`config.mk`:
```
export PLATFORM = sky130hd
export DESIGN_NAME = timer_irq
export DESIGN_NICKNAME = d
export VERILOG_FILES = /design/src/rtl/timer_irq.sv
export SDC_FILE = /design/constraint.sdc
export NUM_CORES = 1
export LEC_CHECK = 0
export CORE_UTILIZATION = 30
export CTS_CLUSTER_SIZE = 25
export DETAILED_ROUTE_END_ITERATION = 7
export SYNTH_ARGS = -nofsm -noshare
export SYNTH_HDL_FRONTEND = slang
export SYNTH_SLANG_ARGS = --single-unit
```
`constraint.sdc`:
```
create_clock -name clk -period 6.1 [get_ports clk]
set_input_delay 0.915 -clock clk [delete_from_list [all_inputs] [get_ports clk]]
set_output_delay 0.915 -clock clk [all_outputs]
set_load 0.01 [all_outputs]
```
`src/rtl/timer_irq.sv`:
```
// Memory-mapped down-counting timer with auto-reload/one-shot modes and a level interrupt.
// Optional prescaler is built only when TIMER_PRESCALER_EN is defined.
module timer_irq #(
    parameter logic [15:0] BASE_ADDR = 16'h00F8,
    parameter int          CNT_W     = 16
) (
    input  logic        clk,
    input  logic        reset,
    input  logic        we,
    input  logic        oe,
    input  logic [15:0] addresses,
    input  logic [15:0] wdata,
    output logic [15:0] rdata,
    output logic        irq
);

    localparam logic [2:0] A_CTRL   = 3'd0;
    localparam logic [2:0] A_LOAD   = 3'd1;
    localparam logic [2:0] A_COUNT  = 3'd2;
    localparam logic [2:0] A_PRESC  = 3'd3;
    localparam logic [2:0] A_STATUS = 3'd4;

    logic             en, auto_rl, ie, pend;
    logic [CNT_W-1:0] load, count;
    logic             sel, tick;
    logic [2:0]       idx;
    logic             wr_ctrl, wr_load, wr_status, expire;

    assign sel       = (addresses[15:3] == BASE_ADDR[15:3]);
    assign idx       = addresses[2:0];
    assign wr_ctrl   = we && sel && (idx == A_CTRL);
    assign wr_load   = we && sel && (idx == A_LOAD);
    assign wr_status = we && sel && (idx == A_STATUS);
    assign expire    = tick && (count == '0);

`ifdef TIMER_PRESCALER_EN
    logic [CNT_W-1:0] prescale, pre;
    logic             wr_presc;

    assign wr_presc = we && sel && (idx == A_PRESC);
    assign tick     = en && (pre == prescale);

    always_ff @(posedge clk or negedge reset) begin
        if (!reset) begin
            prescale <= '0;
            pre      <= '0;
        end else begin
            if (wr_presc)
                prescale <= wdata[CNT_W-1:0];
            // pre parks at 0 while disabled so a fresh enable starts a full prescale period
            if (!en || pre == prescale)
                pre <= '0;
            else
                pre <= pre + 1'b1;
        end
    end
`else
    assign tick = en;
`endif

    always_ff @(posedge clk or negedge reset) begin
        if (!reset) begin
            en      <= 1'b0;
            auto_rl <= 1'b0;
            ie      <= 1'b0;
            load    <= '0;
            count   <= '0;
            pend    <= 1'b0;
        end else begin
            // Bus writes override the tick-driven updates of EN and COUNT
            if (wr_ctrl)
                {ie, auto_rl, en} <= wdata[2:0];
            else if (expire && !auto_rl)
                en <= 1'b0;

            if (wr_load) begin
                load  <= wdata[CNT_W-1:0];
                count <= wdata[CNT_W-1:0];
            end else if (tick) begin
                if (count != '0)
                    count <= count - 1'b1;
                else if (auto_rl)
                    count <= load;
            end

            // A same-cycle expiry beats a software clear so no event is lost
            if (expire)
                pend <= 1'b1;
            else if (wr_status && wdata[0])
                pend <= 1'b0;
        end
    end

    assign irq = pend && ie;

    always_comb begin
        rdata = 16'h0000;
        if (oe && sel) begin
            case (idx)
                A_CTRL:   rdata = {13'd0, ie, auto_rl, en};
                A_LOAD:   rdata = load;
                A_COUNT:  rdata = count;
`ifdef TIMER_PRESCALER_EN
                A_PRESC:  rdata = prescale;
`endif
                A_STATUS: rdata = {15'd0, pend};
                default:  rdata = 16'h0000;
            endcase
        end
    end

endmodule

```
==> results.md <==
* Antenna-violating nets left at 0
* DRT iter0 DRCs at roughly 160
* Crit end category: output port
* Setup Skew at ~0.0066 ns
* Post-synth ARST share at 100%
* Pins Over Slew Limit at 0
* Worst-path clk slew at around 0.070 ns
* Slowest CP cell: clkdlybuf4s50_1
* Synth Net Count at roughly 340
* Layout cells sized above 1 at ~5.9%
* Synth-to-Final Area Change at 27.9%
* Largest delay share family, worst path: simple AND/OR/NAND/NOR gates
* Clk buf depth at 2
* Clk sinks at 36
* Crit path largest cell delay at roughly 0.56 ns
* Pwr dens at approximately 200 nW/µm²
* Area of the multi-input gates at 1360 µm²
* Synth top area share at between 30% and 40%
* Net count, final at around 380
* GPL Wtd Cong at 0.797
* P_leak at 1.26 nW
* Total GRT Usage at 17.8%
* DP Cell Count at 435
* Vias after detailed routing at around 2500
* Total Power at between 0.5 and 0.6 mW
* Post-synthesis register bit count at 36
* Status: complete, no violations
* Remaining global-route overflow at 0
* Maximum VDD drop at 0.0774 mV
* WS Path Type: input pin to output port
* Crit-path max FO at 15
* Cell Area, Placed at 2950 µm²
* First-pass GRT wire length at about 12000 µm
* Cts bufs inserted at 5
* FF-to-FF setup slack at 3.05 ns
* Post-Syn Area at approximately 2400 µm²
* Final Non-Filler Cells at 443
* Ranking of synthesized cells by area: dfrtp_1 38%, nand2_1 9.5%, nor2_1 5.4%
* Vias in the first global route at between 2000 and 2500
* Die Height at 91.0 µm
* Hpwl dp at roughly 4800 µm
* Dominant cell type by area after synthesis: dfrtp_1
* Req. time, crit path at ~5.2 ns
* Setup repair bufs after CTS at 0
* Die X at 91.0 µm
* Synthesis Warnings at 0
* Cell area after layout at ~3000 µm²
* Gate Count Post-Synth at roughly 300
* Register area share after synthesis at 37.9%
* Max Cap Viol at 0
* IO Count at 53
* TNS Setup at 0 ns
* Synth Flop Type: dfrtp_1
* Register area at 901 µm²
* Fin crit share at between 70% and 80%
* Die footprint at just over 8000 µm²
* Post-synthesis cell type count at 57
* Avg Cell Area, Syn at 8.00 µm²
* Fin. Hold Viols at 0
* Setup WS post-layout at 1.62 ns
* Wire per inst at ~16 µm
* Starting Density at 30.9%
* Via/cell ratio at around 5.5
* WP buf/inv at 2
* H-tree depth at 2
* First drt pass iteration count at 5
* Core footprint at about 7700 µm²
* Routed WL at between 7000 and 8000 µm
* Most frequent CP cell: clkdlybuf4s50_1
* Port bufs at 52
* Filler cell count at between 800 and 900
* Ant diodes at 0
* Number of flops mapped to enable cells by yosys at 0
* Actual slew at the worst max-slew pin at ~0.92 ns
* DR DRC count at 0
* RSZ-0062 raised after global routing: no
* Cell with the most instances after synthesis: nand2_1
* Startpoint type of the worst setup path: input pin
* Pin count of the biggest net entering global routing at 37
* Leading cell types by count after synthesis: 60 x nand2_1, 36 x dfrtp_1, 34 x nor2_1, 15 x nor3_1
* Root Buffer: clkbuf_8
* Post-CTS Hold Fix Bufs at 0
* Min Tclk post-route at 4.48 ns
* Initial antenna violation count at 0
* Worst slack at placement at approximately 1.6 ns
* Critical-path cell list: clkdlybuf4s50_1 > or4b_1 > nor4_1 > nand2_1 > a211o_1 > nor2_1 > clkdlybuf4s50_1
* Num rows at 32
* Fmax at 223 MHz
* Worst skew pair latency at 0.29 ns
* Hold Path Class: flop to flop
* TritonCTS clock tree: built
* WP data arrival at between 3 and 4 ns
* Relative slew slack at a little under two fifths
* Post-cts resize count at 0
* Setup Viol. Count Final at 0
==> sequential cells by signal (all words and copies together), names as in the netlist <==
register	flops
pend	1
load	16
ie	1
en	1
auto_rl	1
count	16
==> cells by family after synthesis <==
| group | after synthesis | synth area share, % |
|---|---|---|
| DFF | 36 | 37.9 |
| buffers and inverters | 25 | 4.90 |
| adders and majority gates | 2 | 1.05 |
| muxes | 6 | 2.63 |
| AOI/OAI and AO/OA | 67 | 19.7 |
| and+or+nand+nor | 161 | 33.8 |
==> through the flow <==
stage | util [%] | hold WS, ns
finish | 39.5 | 0.502
global route | 39.5 | 0.532
CTS | 39.5 | 0.509
detailed placement | 38.3 | 0.494
global placement | 38.3 | 0.481
floorplan | - | 0.452
==> tightest hold or removal path: stages (launching register included) <==
cell	delay [ns]
dfrtp_1	0.36
nand2_1	0.06
nand2_1	0.05
==> final cells by class <==
cell class / count / area share (%)
clock buffers: 8 / 2.97
well taps: 102 / 4.20
repair buffers: 55 / 17.7
flip-flops and latches: 36 / 29.7
inverters: 6 / 0.741
multi-input cells: 236 / 44.7
==> where the power goes <==
part	total (mW)	internal (mW)	switching (mW)	leakage, nW
logic	0.111	0.0588	0.0519	0.760
registers	0.307	0.262	0.0449	0.453
clock network	0.178	0.0922	0.0862	0.0455
==> path summary, 6_finish.rpt <==
path,depth (start not counted),endpoint,from
worst max-delay path,7,rdata[2],addresses[12]
worst max register to register,7,count[10],count[0]
worst min register to register,2,load[1],load[1]
max in group asynchronous,1,load[15],reset
worst min-delay path,2,load[1],load[1]
min in group asynchronous,1,load[12],reset
==> layer usage <==
metal,GRT usage (%),up-vias,wire length [µm]
met5,0,-,0
met4,5.29,0,70
met3,4.77,6,482
met2,29.3,90,3350
met1,22.9,1180,3120
li1,-,1174,-
==> placed cells by master, fill, tap and decap left out, types with 9 or more instances in the layout <==
master            n
nor2_1           34
nand2_1          60
nor4_1            9
nor3_1           15
a21oi_1          10
a22oi_1          13
dfrtp_1          36
clkdlybuf4s50_1  51
o21ai_0          10
(Power assumes the default switching activity.)
